[src/rtl/tile_sched.sv]
`default_nettype none
// ============================================================================
// Module      : tile_sched
// Description : Three-stage tile pipeline scheduler. Runs a layer of N tiles
//               as N+2 phases. Each phase launches whichever of the load,
//               compute and writeback engines are active, waits for their
//               done pulses, then pulses state_rst to rotate the A/B/C
//               buffers and moves on to the next phase.
// Ports       : clk, rst           - clock, synchronous active-high reset
//               cfg_valid/ready    - layer start handshake, cfg_tiles = N
//               ld/cp/wb_start     - one-cycle engine start pulses
//               ld/cp/wb_done      - one-cycle engine completion pulses
//               state_rst          - one-cycle buffer-rotation pulse
//               phase              - current phase index (TILE_W+1 bits)
//               busy, layer_done   - activity flag, end-of-layer pulse
// Revision    : 1.0 - initial release
// ============================================================================
module tile_sched #(
    parameter int TILE_W = 16
) (
    input  logic              clk,
    input  logic              rst,
    input  logic              cfg_valid,
    input  logic [TILE_W-1:0] cfg_tiles,
    output logic              cfg_ready,
    output logic              ld_start,
    input  logic              ld_done,
    output logic              cp_start,
    input  logic              cp_done,
    output logic              wb_start,
    input  logic              wb_done,
    output logic              state_rst,
    output logic [TILE_W:0]   phase,
    output logic              busy,
    output logic              layer_done
);

    localparam logic [TILE_W:0] C_ZERO = '0;
    localparam logic [TILE_W:0] C_ONE  = {{TILE_W{1'b0}}, 1'b1};
    localparam logic [TILE_W:0] C_TWO  = {{(TILE_W-1){1'b0}}, 2'b10};

    typedef enum logic [2:0] {
        S_IDLE   = 3'd0,
        S_LAUNCH = 3'd1,
        S_WAIT   = 3'd2,
        S_ROTATE = 3'd3,
        S_FINISH = 3'd4
    } state_t;

    state_t            state_q;
    logic [TILE_W-1:0] n_q;
    logic [TILE_W:0]   phase_q;
    logic [2:0]        pending_q;      // {wb, cp, ld}
    logic              ld_start_q;
    logic              cp_start_q;
    logic              wb_start_q;
    logic              state_rst_q;
    logic              layer_done_q;
    logic              cfg_ready_q;
    logic              busy_q;

    // Engine activity for phase k of an n-tile layer, returned as {wb, cp, ld}.
    // Both operands are TILE_W+1 bits wide so n+1 never wraps.
    function automatic logic [2:0] engines_active(input logic [TILE_W:0] k,
                                                  input logic [TILE_W:0] n);
        logic [2:0] a;
        a[0] = (k < n);
        a[1] = (k >= C_ONE) && (k <= n);
        a[2] = (k >= C_TWO) && (k <= (n + C_ONE));
        return a;
    endfunction

    logic [TILE_W:0] w_n_ext;
    logic [TILE_W:0] w_n_plus1;
    logic [TILE_W:0] w_phase_inc;
    logic [2:0]      w_done;
    logic [2:0]      w_act_first;
    logic [2:0]      w_act_next;

    assign w_n_ext     = {1'b0, n_q};
    assign w_n_plus1   = w_n_ext + C_ONE;
    assign w_phase_inc = phase_q + C_ONE;
    assign w_done      = {wb_done, cp_done, ld_done};
    assign w_act_first = engines_active(C_ZERO, {1'b0, cfg_tiles});
    assign w_act_next  = engines_active(w_phase_inc, w_n_ext);

    // Outputs are registered alongside the state so every pulse lines up
    // with the state it belongs to and no input reaches an output directly.
    always_ff @(posedge clk) begin
        if (rst) begin
            state_q      <= S_IDLE;
            n_q          <= '0;
            phase_q      <= '0;
            pending_q    <= '0;
            ld_start_q   <= 1'b0;
            cp_start_q   <= 1'b0;
            wb_start_q   <= 1'b0;
            state_rst_q  <= 1'b0;
            layer_done_q <= 1'b0;
            cfg_ready_q  <= 1'b0;
            busy_q       <= 1'b0;
        end else begin
            ld_start_q   <= 1'b0;
            cp_start_q   <= 1'b0;
            wb_start_q   <= 1'b0;
            state_rst_q  <= 1'b0;
            layer_done_q <= 1'b0;
            case (state_q)
                S_IDLE: begin
                    cfg_ready_q <= 1'b1;
                    if (cfg_valid && cfg_ready_q) begin
                        n_q         <= cfg_tiles;
                        phase_q     <= '0;
                        cfg_ready_q <= 1'b0;
                        busy_q      <= 1'b1;
                        if (cfg_tiles != '0) begin
                            state_q <= S_LAUNCH;
                            {wb_start_q, cp_start_q, ld_start_q} <= w_act_first;
                            pending_q <= w_act_first;
                        end else begin
                            state_q      <= S_FINISH;
                            layer_done_q <= 1'b1;
                        end
                    end
                end
                // Done pulses in this cycle are deliberately not sampled.
                S_LAUNCH: state_q <= S_WAIT;
                // Rotation waits one cycle after the last pending bit drops;
                // dones for engines that are not pending simply mask to zero.
                S_WAIT: begin
                    if (pending_q == 3'b000) begin
                        state_q     <= S_ROTATE;
                        state_rst_q <= 1'b1;
                    end else begin
                        pending_q <= pending_q & ~w_done;
                    end
                end
                S_ROTATE: begin
                    phase_q <= w_phase_inc;
                    if (w_phase_inc <= w_n_plus1) begin
                        state_q <= S_LAUNCH;
                        {wb_start_q, cp_start_q, ld_start_q} <= w_act_next;
                        pending_q <= w_act_next;
                    end else begin
                        state_q      <= S_FINISH;
                        layer_done_q <= 1'b1;
                    end
                end
                S_FINISH: begin
                    state_q     <= S_IDLE;
                    busy_q      <= 1'b0;
                    cfg_ready_q <= 1'b1;
                end
                default: begin
                    state_q <= S_IDLE;
                    busy_q  <= 1'b0;
                end
            endcase
        end
    end

    assign cfg_ready  = cfg_ready_q;
    assign ld_start   = ld_start_q;
    assign cp_start   = cp_start_q;
    assign wb_start   = wb_start_q;
    assign state_rst  = state_rst_q;
    assign layer_done = layer_done_q;
    assign busy       = busy_q;
    assign phase      = phase_q;

endmodule
`default_nettype wire

[config.mk]
export PLATFORM = sky130hd
export DESIGN_NAME = tile_sched
export DESIGN_NICKNAME = d
export VERILOG_FILES = /design/src/rtl/tile_sched.sv
export SDC_FILE = /design/constraint.sdc
export NUM_CORES = 1
export LEC_CHECK = 0
export ABC_AREA = 0
export BUFFER_PORTS_ARGS = -buffer_cell sky130_fd_sc_hd__buf_2
export CAP_MARGIN = 5
export CORE_MARGIN = 1
export CORE_UTILIZATION = 59
export CTS_CLUSTER_SIZE = 8
export DETAILED_ROUTE_END_ITERATION = 8
export PLACE_DENSITY = 0.81
export SLEW_MARGIN = 5
export SYNTH_ARGS = -nofsm -noshare
export SYNTH_HDL_FRONTEND = slang
export SYNTH_SLANG_ARGS = --single-unit
[constraint.sdc]
create_clock -name clk -period 3.7 [get_ports clk]
set_clock_uncertainty 0.1 [all_clocks]
set_input_delay 0.37 -clock clk [delete_from_list [all_inputs] [get_ports clk]]
set_output_delay 0.37 -clock clk [all_outputs]
set_load 0.02 [all_outputs]
---- Yosys cells after proc, flatten, opt, wreduce, memory -nomap -nowiden ----
Cells that the tools add are included.
word-level totals
  register bits ........................... 46
  bits in latches ......................... 0
  RAM bits ................................ 0
  bits in read-only memories .............. 0
  memories kept ........................... 0
operators by class
  add/sub/neg operators ................... 2
  $mul .................................... 0
  divide/modulo/power cells ............... 0
  order comparisons ....................... 6
  equality and inequality tests ........... 9
  shift operators ......................... 0
  muxes and demuxes ....................... 25
  bitwise logic cells ..................... 6
  reductions and logical operators ........ 17
operator list
  cell                   count
  $pmux 17 s2            1
  $mux 3                 8
  $add 16x1->17 const B  1
  $add 17x1->17 const B  1
  $ge 17x1->1 const B    1
  $ge 17x2->1 const B    1
  $le 17x16->1           1
  $le 17x17->1           1
  $lt 17x16->1           1
  $mux 17                1
  $lt 1x16->1 const A    1
  $reduce_bool 16->1     1
  $pmux 3 s4             1
  $ne 2x2->1 const B     5
  $mux 1                 9
  $pmux 3 s3             1
  $pmux 1 s2             4
  $reduce_and 2->1       4
  $eq 3x2->1 const B     2
  $logic_not 3->1        2
  $reduce_or 3->1        2
  $reduce_and 5->1       1
  $not 1->1              4
  $reduce_bool 2->1      2
  7 further kinds        9

---- Depth between registers and ports, before layout ----
Gate-level depths: netlist (run 1).
  depth in word-level cells ............... 5
  mapped depth ............................ 14

---- Worst setup path before layout (run 1) ----
OpenSTA, ideal clock, no wires.
  path type ............................... register to register
  start point ............................. reg phase_q[1], in the netlist phase[1]
  end point ............................... reg pending_q[2]
  setup time .............................. 116 ps
  arrival ................................. 3314 ps
  path slack .............................. 171 ps
  stages on the path, launching flop included .. 14
  clock period less this slack ............ 3529 ps
  path through ............................ dfxtp_1 -> ha_1 -> nand3_4 -> or2_2 -> o31a_1 -> or2_0 -> clkbuf_1 -> ha_1 -> and4_2 -> nand2_1 -> nor3b_2 -> o32a_2 -> o221ai_2 -> a31o_1
between the ends
  word-level cells in the longest chain between the ends .. 5
  elaborated cells on any way between the ends .. 8
RTL lines
  item                                                RTL line  source
  start: declaration                                  52        logic [TILE_W:0] phase_q;
  start signal: assignment                            139       phase_q <= w_phase_inc;
  $add 17x1->17 (*)                                   82        assign w_phase_inc = phase_q + C_ONE;
  $ge 17x2->1 / $le 17x17->1 (equally long branches)  69, 140
  $logic_and 1x1->1                                   69        a[2] = (k >= C_TWO) && (k <= (n + C_ONE));
  $mux 3                                              140       if (w_phase_inc <= w_n_plus1) begin
  $pmux 3 s3                                          108       case (state_q)
  end signal: assignment                              119       pending_q <= w_act_first;
  end signal: assignment                              135       pending_q <= pending_q & ~w_done;
  end signal: assignment                              143       pending_q <= w_act_next;
  end: declaration                                    53        logic [2:0] pending_q;
Mark *: on every way between the ends. The rest lies on a longest branch, timed or not. The select of a mux whose other input is x is not followed.
A chain may end at the register's enable or synchronous reset.

---- Worst setup path in the final report (run 1) ----
  start point ............................. reg phase_q[0], in the netlist phase[0]
  end point ............................... reg pending_q[2]
Same word-level chain as after synthesis.

==> results of run 1 <==
-- synth_stat cells, drive strengths merged (8+ instances only) --
cell type	n	area share
ha	35	0.13
nor2	30	0.032
nand4	8	0.016
o21ai	14	0.020
xor2	11	0.030
nand2	66	0.072
dfxtp	46	0.26
nor3	14	0.020
nor4	14	0.033
inv	26	0.028
xnor2	24	0.060
clkbuf	20	0.025
a21oi	49	0.070
nand3	33	0.051
-- through the flow --
step / area, um2 / cells / hold slack [ns] / TNS (ns) / setup slack [ns]
after floorplan: 3490 / 456 / 0.343 / 0 / 0.171
after global placement: 3740 / 556 / 0.352 / 0 / 0.347
after detailed placement: 3740 / 556 / 0.371 / 0 / 0.242
after CTS: 3850 / 564 / 0.203 / 0 / 0.207
after global routing: 3910 / 564 / 0.211 / -0.135 / -0.0835
final: 3910 / 564 / 0.202 / 0 / 0.119
-- layer usage --
layer	wire length, um	global-route usage	vias up
met2	4060	0.487	153
met4	336	0.131	0
met5	0	0	-
met3	624	0.0402	34
li1	-	-	1681
met1	4030	0.400	1604
-- worst min-delay path by stage --
stage,startpoint,to,slack [ns],depth (start not counted)
floorplan,pending_q[2],pending_q[2],0.34,1
finish,cfg_tiles[7],n_q[7],0.20,3
global placement,busy,busy,0.35,1
CTS,cfg_tiles[7],n_q[7],0.20,3
detailed placement,busy,busy,0.37,1
global route,cfg_tiles[0],n_q[0],0.21,3
-- cell usage in the layout (no fill, tap or decap), types with 3 or more instances in the layout --
cell type | Yosys | final
nand2_1 | 65 | 65
a21oi_1 | 49 | 48
buf_2 | 0 | 45
dfxtp_1 | 46 | 43
ha_1 | 35 | 34
nand3_1 | 32 | 32
nor2_1 | 30 | 30
inv_1 | 26 | 26
xnor2_1 | 24 | 24
nor3_1 | 14 | 14
o21ai_0 | 14 | 14
nor4_1 | 11 | 10
xor2_1 | 10 | 10
buf_4 | 3 | 9
nand4_1 | 7 | 7
or3_1 | 5 | 5
clkbuf_8 | 1 | 5
a21o_1 | 4 | 4
and3_1 | 3 | 3
nor2b_1 | 3 | 3
nor4_2 | 2 | 3
a211oi_1 | 3 | 3
dfxtp_2 | 0 | 3
-- layout make-up --
class | count | area, um2 | share of cell area
multi-input combinational | 358 | 2390 | 0.612
sequential | 46 | 925 | 0.237
timing repair buffer | 54 | 293 | 0.0749
inverter | 26 | 97.6 | 0.0250
tap | 72 | 90.1 | 0.0230
clock buffer | 6 | 72.6 | 0.0186
clock inverter | 2 | 37.5 | 0.00960
-- where the power goes --
group,leakage (uW),internal (uW),switching [uW]
registers,0.000374,546,65.2
clock network,0.0000514,202,183
logic,0.00119,283,418
-- flip-flops by register name (all words and copies together) (netlist names) --
| signal | flops |
|---|---|
| state_rst | 1 |
| busy | 1 |
| wb_start | 1 |
| cp_start | 1 |
| layer_done | 1 |
| state_q | 3 |
| phase | 17 |
| ld_start | 1 |
| cfg_ready | 1 |
| pending_q | 3 |
| n_q | 16 |
-- critical path, stage by stage, from the launching register on --
cell	delay, ns
dfxtp_1	0.35
ha_1	0.22
nand3_4	0.14
or2_2	0.36
nor4_1	0.39
or2_0	0.38
ha_1	0.34
and4_2	0.22
a221oi_2	0.38
o32a_4	0.28
o221ai_2	0.10
a31o_1	0.23
-- cell families (layout without fill, tap and decap cells) --
logic type	after synthesis	in the layout	share of synthesized area
simple gates	194	194	0.283
fa+ha+maj	36	36	0.128
xor+xnor	35	35	0.0899
buf+inv	52	88	0.0695
compound gates	93	93	0.166
flops	46	46	0.264
==> Implementation_results.wiki, run 1 <==
{| class="wikitable"
! Metric !! Value
|-
| Run status || finished, final reports clean
|-
| Number of antenna violations at the first check in global routing || 0
|-
| Max Freq || 279 MHz
|-
| Ant. Diodes || 0
|-
| Maximum fanout encountered on the critical timing path || 6
|-
| Total setup buffers inserted after CTS || 0
|-
| Number of hold violations in the final report || 0
|-
| Maximum buffer depth of the clock tree || 2
|-
| Yosys Warn Count || 0
|-
| Layout cells sized above 1 || 0.173
|-
| Crit path arrival time || 3.69 ns
|-
| TritonCTS sink count || 46
|-
| Clock slew at the register clock pins of the worst setup and hold paths || 0.09 ns
|-
| Floorplan die height || about 80 um
|-
| First-pass iteration count of the detailed router || 6
|-
| IO buf count || 45
|-
| Count of flip-flops with a built-in enable after synthesis || 0
|-
| Worst setup path startpoint || phase[0]
|-
| Number of vias per cell after detailed routing || 6.16
|-
| Clock root buffer || clkbuf_8
|-
| DRC violation count after routing || 0
|-
| Routability-driven placement congestion ratio || 0.907
|-
| IO Count || 46
|-
| Lkg Pwr || 0.00162 uW
|-
| Aggregate global routing overflow || 0
|-
| Most used flip-flop cell after synthesis || dfxtp_1
|-
| Final total power || around 1700 uW
|-
| Final ANT Viol Nets || 0
|-
| Fillers || 481
|-
| CTS H-tree lvls || 2
|-
| Post-synthesis instance total || between 400 and 500
|-
| Number of buffers inserted by hold repair at cts || 0
|-
| Row Count || 27
|-
| Type of the tightest min-delay check || primary input to flip-flop
|-
| First-pass GRT wire length || 14700 um
|-
| Clock latency reported for the late side of the worst-skew pair || 0.31 ns
|-
| Number of gates resized after CTS || 0
|-
| Total number of vias || 3472
|-
| Time the worst path needs with I/O delays and setup || 3.58 ns
|-
| Mapped Nets || just over 500
|-
| Width of the chip || 78.9 um
|-
| Max-Cap Viols || 0
|-
| Count of routing violations after the opening detailed-route iteration || roughly 320
|-
| Overall routing resource usage || 0.301
|-
| Post-synthesis cell type count || 60
|-
| Category of the worst setup path launch point || flip-flop
|-
| Register area share after synthesis || 0.264
|-
| Worst ir drop on vdd || 0.000431 V
|-
| Initial core utilization || 0.623
|-
| HPWL reported at the end of detailed placement || 6800 um
|-
| Clock tree from TritonCTS || done
|-
| Worst Setup EP || pending_q[2]
|-
| Share of synthesized flip-flops with an asynchronous set or reset || 0
|-
| Critical R2R Capture || pending_q[2]
|-
| Element type at the critical path end || flip-flop
|-
| Worst reg2reg setup slack || 0.12 ns
|-
| Avg Inst Size Synth || 7.66 um2
|-
| Slew at the pin closest to its max-slew limit || between 1 and 1.5 ns
|-
| Setup-failing EPs final || 0
|-
| Cell area power density || 434 nW/um2
|-
| Final-stage net count || 548
|-
| Die ar. || between 6000 and 7000 um2
|-
| Post-Route WL || between 9000 and 10000 um
|-
| Worst slew margin relative to its limit || 0.232
|-
| Worst endpoint required time || ~3.8 ns
|-
| Area of the mapped netlist || 3490 um2
|-
| Max Transition Viols Final || 0
|-
| Part of the cycle the worst path needs || 0.968
|-
| Core region area || between 5000 and 6000 um2
|-
| Routed wire length per instance || 16.0 um
|-
| Number of clock buffers inserted by TritonCTS || 5
|-
| Utilization after layout || 0.697
|-
| Worst R2R Start || phase[0]
|-
| Largest net degree at the start of global routing || 44
|-
| Synth Register Bits || 46
|-
| Start-to-end type of the worst setup path || flip-flop to flip-flop
|-
| Number of global-route vias before repair || 3150
|-
| Depth of the most critical reg-to-reg path || 11
|-
| Area overhead of the layout relative to synthesis || 11.9%
|}
No activity file was read; power rests on OpenSTA's default activity.
==> run 2, diff against run 1 <==
Settings changed: CORE_ASPECT_RATIO set to 0.75.
==> run 2 against run 1 <==
  * Sequential share of layout area rose by 0.29 points
  * Critical path depth rose by 2
  * Cell area fell by 1.3%
  * Combinational power fell by 3.1%
  * Highest routed layer unchanged
==> Implementation_results.wiki, run 2 (same netlist as run 1, synthesis figures left out) <==
{| class="wikitable"
! Metric !! Value
|-
| Cell Int Power || 939 uW
|-
| Most common cell after layout, fill and taps aside || nand2_1
|-
| Net switching power of the design || 656 uW
|-
| Worst R2R Start || n_q[1]
|-
| Initial core utilization || 0.632
|-
| Max reg flops || 17
|-
| TritonCTS sink count || 46
|-
| IO Count || 46
|-
| Routed wire length per instance || 16.3 um
|-
| Clock slew at the register clock pins of the worst setup and hold paths || roughly 0.09 ns
|-
| DRC violation count after routing || 0
|-
| Commonest non-fill, non-tap cells in the layout || nand2_1, a21oi_1, buf_2
|-
| Number of buffers inserted by hold repair at cts || 0
|-
| Crit path arrival time || 3.61 ns
|-
| Die ar. || slightly above 6000 um2
|-
| IO buf count || 45
|-
| Start-to-end type of the worst setup path || flip-flop to flip-flop
|-
| Sequential power share || 0.383
|-
| Post-Route WL || 9230 um
|-
| Final-stage net count || around 550
|-
| Ordered cell list for the critical path || ha_2, nand2_1, or3_1, xnor2_1, ha_1, a211o_1, a21oi_1, o21ai_0, a221o_1, a31oi_4, o32a_2, o221ai_2, a31o_1
|-
| Layout cells sized above 1 || 0.169
|-
| Max Freq || 286 MHz
|-
| Worst hold slack after final layout || about 0.21 ns
|-
| Time the worst path needs with I/O delays and setup || between 3 and 4 ns
|-
| Max Transition Viols Final || 0
|-
| First-pass iteration count of the detailed router || 5
|-
| Worst ir drop on vdd || 0.000293 V
|-
| Floorplan die height || 68.6 um
|-
| Width of the chip || 90.9 um
|-
| First-pass GRT wire length || 15300 um
|-
| Routability-driven placement congestion ratio || about 0.9
|-
| Overall routing resource usage || 0.310
|-
| CP Depth || 13
|-
| Run status || finished, final reports clean
|-
| Worst setup path startpoint || n_q[1]
|-
| Worst path slowest cell || a221o_1
|-
| Largest net degree at the start of global routing || 44
|-
| Slew at the pin closest to its max-slew limit || 1.15 ns
|-
| Part of the cycle the worst path needs || 0.946
|-
| Category of the worst setup path launch point || flip-flop
|-
| CP bufs+invs || 0
|-
| Net Sw Frac || 0.411
|-
| Cell area power density || 414 nW/um2
|-
| Clock latency reported for the late side of the worst-skew pair || 0.30 ns
|-
| Depth of the most critical reg-to-reg path || 13
|-
| Number of antenna violations at the first check in global routing || 0
|-
| Max-Cap Viols || 0
|-
| Fillers || roughly 480
|-
| HPWL reported at the end of detailed placement || 7010 um
|-
| Number of vias per cell after detailed routing || 6.13
|-
| Maximum buffer depth of the clock tree || 2
|-
| Lkg Pwr || 0.00160 uW
|-
| Worst endpoint required time || 3.81 ns
|-
| CTS H-tree lvls || 2
|-
| Fraction of power consumed by the clock network || 0.191
|-
| Aggregate global routing overflow || 0
|-
| Setup-failing EPs final || 0
|-
| Type of the tightest min-delay check || primary input to flip-flop
|-
| Summed area of non-filler cells in the final layout || about 3900 um2
|-
| Row Count || 23
|-
| Element type at the critical path end || flip-flop
|-
| Number of clock buffers inserted by TritonCTS || 5
|-
| Dpl cell area || 3740 um2
|-
| Critical R2R Capture || pending_q[2]
|-
| Total setup buffers inserted after CTS || 0
|-
| Worst slew margin relative to its limit || 0.231
|-
| Core region area || about 5500 um2
|-
| Total number of vias || 3469
|-
| Maximum fanout encountered on the critical timing path || 5
|-
| Critical path's largest stage delay || 0.44 ns
|-
| Area overhead of the layout relative to synthesis || 10.4%
|-
| Clock tree from TritonCTS || done
|-
| Worst Setup EP || pending_q[2]
|-
| Worst reg2reg setup slack || 0.20 ns
|-
| Number of hold violations in the final report || 0
|-
| Count of routing violations after the opening detailed-route iteration || 333
|-
| Clock root buffer || clkbuf_8
|-
| Final ANT Viol Nets || 0
|-
| Ant. Diodes || 0
|-
| Number of global-route vias before repair || 3087
|-
| Utilization after layout || 0.698
|-
| Cell family with the largest share of critical-path delay || compound AO/OA/AOI/OAI gates
|-
| Relative contribution of combinational cells to total power || 0.426
|}
run 2: area by class of cell:
type	instances	area [um2]	share of cell area
clock buffers	6	72.6	0.0188
clock inverters	1	7.51	0.00195
flip-flops and latches	46	923	0.239
repair buffers	54	293	0.0759
multi-input cells	358	2370	0.614
well taps	75	93.8	0.0243
inverters	26	97.6	0.0253
run 2: timing repair:
item,CTS,global route
endpoints found under the hold margin,0,0
gates resized for setup,0,8
setup endpoints to repair,0,3
run 2: metal layers:
metal / global-route usage / share of wire
met1: 0.436 / 0.48
met2: 0.514 / 0.44
met3: 0.0450 / 0.075
met4: 0.0595 / 0.0086
met5: 0 / 0
run 2: how the worst min path moves through the flow:
stage | endpoint | slack, ns | start | cells after the start
after detailed placement | busy | 0.36 | busy | 1
after CTS | n_q[2] | 0.21 | cfg_tiles[2] | 3
after global routing | n_q[0] | 0.22 | cfg_tiles[0] | 3
after floorplan | pending_q[2] | 0.34 | pending_q[2] | 1
final | n_q[0] | 0.21 | cfg_tiles[0] | 3
after global placement | busy | 0.35 | busy | 1
run 2: power by group through the flow:
stage,combinational [uW],clock [uW],sequential [uW]
2_1_floorplan,471,0,603
3_3_place_gp,588,0,619
3_5_place_dp,604,0,621
4_1_cts,610,306,609
5_1_grt,735,326,622
6_report,679,305,611
run 2: through the flow:
stage	cells	power, uW	worst slack (ns)	TNS, ns
after floorplan	456	1070	0.171	0
after global placement	559	1210	0.273	0
after detailed placement	559	1220	0.197	0
after CTS	566	1530	0.165	0
after global routing	566	1680	-0.0109	-0.0109
final	566	1600	0.201	0
run 2: worst min-delay path: stages:
cell     delay, ns
buf_2         0.10
nand2_1       0.05
a21oi_1       0.05
